**src/rtl/sdram_pattern_tester.sv**
```systemverilog
// sdram_pattern_tester: writes an address-derived pattern over a word range, reads it back and checks it
// Ports: clk, rst_n (async active-low reset)
//        bus_req/bus_write/bus_addr/bus_wdata out, bus_ready in : host request port toward the SDRAM controller
//        bus_rvalid/bus_rdata in : in-order read responses
//        complete/error out : sticky status; err_addr : first mismatch address; err_count : saturating mismatch count
module sdram_pattern_tester #(
    parameter int              DW         = 16,
    parameter int              AW         = 23,
    parameter int unsigned     START_ADDR = 0,
    parameter int unsigned     END_ADDR   = 2**AW-1,
    parameter logic [DW-1:0]   KEY        = DW'(16'hA5C3),
    parameter int              MAX_OS     = 4,
    parameter int              TIMEOUT    = 4096
) (
    input  logic          clk,
    input  logic          rst_n,
    output logic          bus_req,
    output logic          bus_write,
    output logic [AW-1:0] bus_addr,
    output logic [DW-1:0] bus_wdata,
    input  logic          bus_ready,
    input  logic          bus_rvalid,
    input  logic [DW-1:0] bus_rdata,
    output logic          complete,
    output logic          error,
    output logic [AW-1:0] err_addr,
    output logic [15:0]   err_count
);
    localparam int TW = $clog2(TIMEOUT + 1);
    localparam logic [1:0] S_WRITE = 2'd0, S_READ = 2'd1, S_DRAIN = 2'd2, S_DONE = 2'd3;

    function automatic logic [DW-1:0] pattern(input logic [AW-1:0] a);
        return DW'(a) ^ DW'(a >> DW) ^ KEY;
    endfunction

    logic [1:0]    state_q, state_d;
    logic [AW-1:0] wr_addr_q, wr_addr_d, rd_addr_q, rd_addr_d, chk_addr_q, chk_addr_d;
    logic [3:0]    os_q, os_d;
    logic [TW-1:0] timer_q, timer_d;
    logic          req_q, req_d, write_q, write_d, complete_q, complete_d, error_q, error_d;
    logic [AW-1:0] addr_q, addr_d, err_addr_q, err_addr_d;
    logic [DW-1:0] wdata_q, wdata_d;
    logic [15:0]   err_count_q, err_count_d;
    logic          xfer, rd_xfer, spur, chk, mism, tmo, wr_end, rd_end;

    always_comb begin
        xfer        = req_q && bus_ready;
        rd_xfer     = xfer && !write_q;
        spur        = bus_rvalid && os_q == '0;
        // late responses after a timeout are neither checked nor flagged
        chk         = bus_rvalid && !spur && (state_q == S_READ || state_q == S_DRAIN);
        mism        = chk && bus_rdata != pattern(chk_addr_q);
        os_d        = os_q + 4'(rd_xfer) - 4'(chk);
        timer_d     = (bus_rvalid || os_q == '0 || state_q == S_DONE) ? '0 : timer_q + TW'(1);
        tmo         = timer_d == TW'(TIMEOUT);
        // end compare comes before the increment so END_ADDR = 2**AW-1 never wraps
        wr_end      = wr_addr_q == AW'(END_ADDR);
        rd_end      = rd_addr_q == AW'(END_ADDR);
        wr_addr_d   = (state_q == S_WRITE && xfer && !wr_end) ? wr_addr_q + AW'(1) : wr_addr_q;
        rd_addr_d   = (state_q == S_READ && xfer && !rd_end) ? rd_addr_q + AW'(1) : rd_addr_q;
        chk_addr_d  = chk ? chk_addr_q + AW'(1) : chk_addr_q;
        state_d     = tmo ? S_DONE :
                      (state_q == S_WRITE && xfer && wr_end) ? S_READ :
                      (state_q == S_READ && xfer && rd_end) ? S_DRAIN :
                      (state_q == S_DRAIN && os_d == '0) ? S_DONE : state_q;
        // outputs are registered from next-state values; os_d is the count seen while the request is shown
        req_d       = state_d == S_WRITE || (state_d == S_READ && os_d < 4'(MAX_OS));
        write_d     = state_d == S_WRITE;
        addr_d      = state_d == S_WRITE ? wr_addr_d : state_d == S_READ ? rd_addr_d : addr_q;
        wdata_d     = write_d ? pattern(wr_addr_d) : wdata_q;
        complete_d  = state_d == S_DONE;
        error_d     = error_q || mism || spur || tmo;
        err_count_d = (mism && err_count_q != 16'hFFFF) ? err_count_q + 16'd1 : err_count_q;
        err_addr_d  = (mism && err_count_q == '0) ? chk_addr_q : err_addr_q;
    end

    always_ff @(posedge clk or negedge rst_n) begin
        if (!rst_n) begin
            state_q     <= S_WRITE;
            wr_addr_q   <= AW'(START_ADDR);
            rd_addr_q   <= AW'(START_ADDR);
            chk_addr_q  <= AW'(START_ADDR);
            os_q        <= '0;
            timer_q     <= '0;
            req_q       <= 1'b0;
            write_q     <= 1'b0;
            addr_q      <= '0;
            wdata_q     <= '0;
            complete_q  <= 1'b0;
            error_q     <= 1'b0;
            err_addr_q  <= '0;
            err_count_q <= '0;
        end else begin
            state_q     <= state_d;
            wr_addr_q   <= wr_addr_d;
            rd_addr_q   <= rd_addr_d;
            chk_addr_q  <= chk_addr_d;
            os_q        <= os_d;
            timer_q     <= timer_d;
            req_q       <= req_d;
            write_q     <= write_d;
            addr_q      <= addr_d;
            wdata_q     <= wdata_d;
            complete_q  <= complete_d;
            error_q     <= error_d;
            err_addr_q  <= err_addr_d;
            err_count_q <= err_count_d;
        end
    end

    assign bus_req   = req_q;
    assign bus_write = write_q;
    assign bus_addr  = addr_q;
    assign bus_wdata = wdata_q;
    assign complete  = complete_q;
    assign error     = error_q;
    assign err_addr  = err_addr_q;
    assign err_count = err_count_q;
endmodule

```
**config.mk**
```make
export PLATFORM = sky130hd
export DESIGN_NAME = sdram_pattern_tester
export DESIGN_NICKNAME = d
export VERILOG_FILES = /design/src/rtl/sdram_pattern_tester.sv
export SDC_FILE = /design/constraint.sdc
export NUM_CORES = 1
export LEC_CHECK = 0
export CORE_ASPECT_RATIO = 0.75
export CORE_MARGIN = 5
export CORE_UTILIZATION = 30
export CTS_CLUSTER_SIZE = 25
export DETAILED_ROUTE_END_ITERATION = 10
export PLACE_DENSITY = 0.57
export SLEW_MARGIN = 5
export SYNTH_ARGS = -nofsm -noshare
export SYNTH_HDL_FRONTEND = slang
export SYNTH_SLANG_ARGS = --single-unit
export TNS_END_PERCENT = 5
```
**constraint.sdc**
```tcl
create_clock -name clk -period 4.7 [get_ports clk]
set_input_delay 0.47 -clock clk [delete_from_list [all_inputs] [get_ports clk]]
set_output_delay 0.47 -clock clk [all_outputs]
set_load 0.02 [all_outputs]
```
==> flow_metrics.py <==
metrics = {
    "critical_path": {
        "path_cells": "inv_1, ha_1, nor3b_1, nor2_1, ha_1, inv_1, ha_1, inv_1, fa_1, nand4b_1, a2111oi_0, nor2_1, a21o_2, and2_1, a2bb2oi_1, mux2_1",
        "arrival_ns": 4.65,
        "cpMaxStageDelayCell": "a2111oi_0",
        "crit_path_start_kind": "register",
        "cp.required_ns": 5.00,
        "cp-end-kind": "register",
        "critPathKind": "reg -> reg",
        "cp_top_family": "simple AND/OR/NAND/NOR gates",
        "slowest_delay_ns": 0.57,
        "critPathBufInv": 3,
        "path_max_fanout": 18,
    },
    "job": {
        "maxCapViolations": 0,
    },
    "power": {
        "p_leak_nw": 4.74,
        "ir_drop_mv": 0.251,
        "power_density_mw_per_mm2": 393,
    },
    "synth": {
        "avgSynthCellArea_um2": 11.3,
        "synth_top_area_frac": 0.514,
        "syn_area_mm2": 0.00828,
        "synth_seq_area_share": 0.514,
        "netlist_top_cells_area": "dfrtp_1, xnor2_1, mux2_2, xor2_1, nand2_1",
        "synth_edf_count": 0,
        "async_flop_share": 1.00,
        "synth_top_flop_cell": "dfrtp_1",
        "ys_warn_count": 0,
        "ys_ff_latch": 170,
        "syn_inst": 734,
        "syn-num-nets": 770,
        "ys_types": 69,
        "synth_top_cell_by_area": "dfrtp_1",
    },
    "clocking": {
        "cts_made_buffers": 17,
        "clockBufferDepth": 2,
        "hold_buffers": 0,
        "clk_pin_slew_worst_paths_ns": 0.07,
        "clk_latency_ns": 0.43,
        "cts_sinks": 170,
        "cts_setup_buffers": 0,
        "cts-root-buf": "clkbuf_16",
        "cts_resized": 0,
        "htree_levels": 4,
        "cts_tree": "built",
    },
    "floorplan": {
        "dieWidth_um": 202,
        "num_rows": 52,
        "dieHeight_um": 154,
        "ios": 102,
        "start_util": 0.306,
        "fp.dieArea_mm2": 0.0310,
        "core_area_mm2": 0.0271,
    },
    "grt": {
        "grt_util_all_layers": 0.132,
        "antenna_found_initial": 0,
        "grt_pass1_vias": 5862,
        "grt_pass1_wl_mm": 33.1,
        "overflow": 0,
        "grt_max_degree": 87,
    },
    "sta": {
        "period_share": 0.924,
        "rsz0062_at_grt": "no",
        "finalHoldViolCount": 0,
        "fin_tns_setup_ns": 0,
        "layout_min_cycle_time_ns": 4.34,
        "fmax_mhz": 230,
        "clock_skew_ns": 0.0137,
        "relSlewSlack": 0.252,
        "drv_slew": 0,
        "setup_viol": 0,
        "max_slew.worst_pin.slew_ns": 1.12,
    },
    "status": {
        "status": "finished clean",
    },
    "final_layout": {
        "layout-drive-gt1-share": 0.134,
        "finalCoreUtilization": 0.380,
        "final_nets": 881,
        "final_cells": 1208,
        "seqCellArea_mm2": 0.00425,
        "syn_to_final_growth_pct": 24.4,
        "nFillCells": 2634,
        "multi_input_area_mm2": 0.00376,
        "num_antenna_cells": 0,
    },
    "routing": {
        "dr_wl_met3_um": 771,
        "met1_length_mm": 10.6,
        "route.detailed.drc": 0,
        "wl_per_cell_um": 16.7,
        "vias": 5753,
        "top_layer": "met4",
        "drtIter0Drc": 356,
        "via_per_inst": 4.76,
        "dr_wl_met2_mm": 8.55,
        "final_antenna_net_count": 0,
        "dr.pass1.iters": 6,
        "drt_wl_total_mm": 20.2,
    },
    "placed_design": {
        "place_hpwl_mm": 14.6,
        "placed_cells": 1177,
        "portBuffers": 101,
        "gp_congestion": 0.798,
    },
    "worst_hold_path": {
        "min_path_type": "in -> async",
    },
}
-- report_power, final --
part	switching [mW]	total [mW]	internal (mW)	leakage, nW
Sequential	0.168	1.77	1.60	2.29
Clock	0.612	1.43	0.815	0.275
Combinational	0.444	0.851	0.407	2.17
Total	1.22	4.04	2.82	4.74
-- logic make-up after synthesis --
group / Yosys count / synth area share
muxes: 53 / 0.0751
xor gates and xnor gates: 113 / 0.125
and+or+nand+nor: 252 / 0.164
AOI/OAI and AO/OA: 70 / 0.0659
DFF: 170 / 0.514
adders and majority gates: 16 / 0.0251
buffers and inverters: 60 / 0.0314
-- worst reg2reg max path, stage by stage, from the launching register on --
cell,delay [ns]
dfrtp_1,0.36
inv_1,0.07
ha_1,0.14
nor3b_1,0.38
nor2_1,0.13
ha_1,0.30
inv_1,0.06
ha_1,0.18
inv_1,0.07
fa_1,0.53
nand4b_1,0.12
a2111oi_0,0.57
nor2_1,0.14
a21o_2,0.25
and2_1,0.40
a2bb2oi_1,0.24
mux2_1,0.30
-- final cells by class --
cell class | count | share of cell area
Timing Repair Buffer | 110 | 0.106
Multi-Input combinational cell | 504 | 0.365
Clock inverter | 12 | 0.0134
Inverter | 42 | 0.0153
Sequential cell | 170 | 0.413
Clock buffer | 19 | 0.0440
Tap cell | 351 | 0.0427
-- cells in the mapped netlist (13+ instances only) --
master	count
nor2_1	41
and3_1	13
xnor2_1	63
inv_1	40
dfrtp_1	170
nand3_1	34
nor3_1	15
nand2_1	63
nor4_1	13
ha_1	15
mux2_2	38
xor2_1	47
nand4_1	21
-- metrics by stage --
stage	worst slack [ns]	total power, mW	hold slack, ns	instance area [um2]
floorplan	0.911	2.30	0.174	8280
global placement	0.529	2.64	0.473	9710
detailed placement	0.443	2.64	0.470	9710
CTS	0.381	4.10	0.133	10300
global route	0.163	4.27	0.162	10300
finish	0.359	4.04	0.0831	10300
-- placed cells by master (no fill, tap or decap), types with 7 or more instances in the layout --
cell,n
dfrtp_1,170
clkdlybuf4s50_1,100
nand2_1,63
xnor2_1,63
xor2_1,47
nor2_1,41
inv_1,40
mux2_2,38
nand3_1,34
nand4_1,21
clkbuf_16,17
nor3_1,15
ha_1,15
and3_1,13
nor4_1,13
a2bb2oi_1,8
mux2_4,8
o21ai_1,8
buf_4,8
and4_1,7
o22ai_1,7
-- path summary, 6_finish.rpt --
path | startpoint | cells past startpoint | slack, ns | to
min in group clk | bus_addr[14] | 2 | 0.49 | bus_addr[14]
max in group asynchronous | rst_n | 2 | 3.68 | timer_q[6]
setup / recovery | os_q[2] | 16 | 0.36 | bus_addr[22]
hold reg to reg | bus_addr[14] | 2 | 0.49 | bus_addr[14]
setup reg to reg | os_q[2] | 16 | 0.36 | bus_addr[22]
hold / removal | rst_n | 1 | 0.08 | err_addr[13]
-- layer usage --
| metal | vias to the layer above | global-route usage |
|---|---|---|
| li1 | 2790 | - |
| met3 | 19 | 0.0299 |
| met2 | 105 | 0.188 |
| met5 | - | 0 |
| met1 | 2839 | 0.201 |
| met4 | 0 | 0.0348 |
-- registers in the layout (all words and copies together) (netlist names) --
signal and cells:
timer_q 13, os_q 4, chk_addr_q 23, complete 1
bus_req 1, state_q 2, bus_addr 23, err_count 16
error 1, wr_addr_q 23, bus_wdata 16, rd_addr_q 23
err_addr 23, bus_write 1
(Power assumes the default switching activity.)
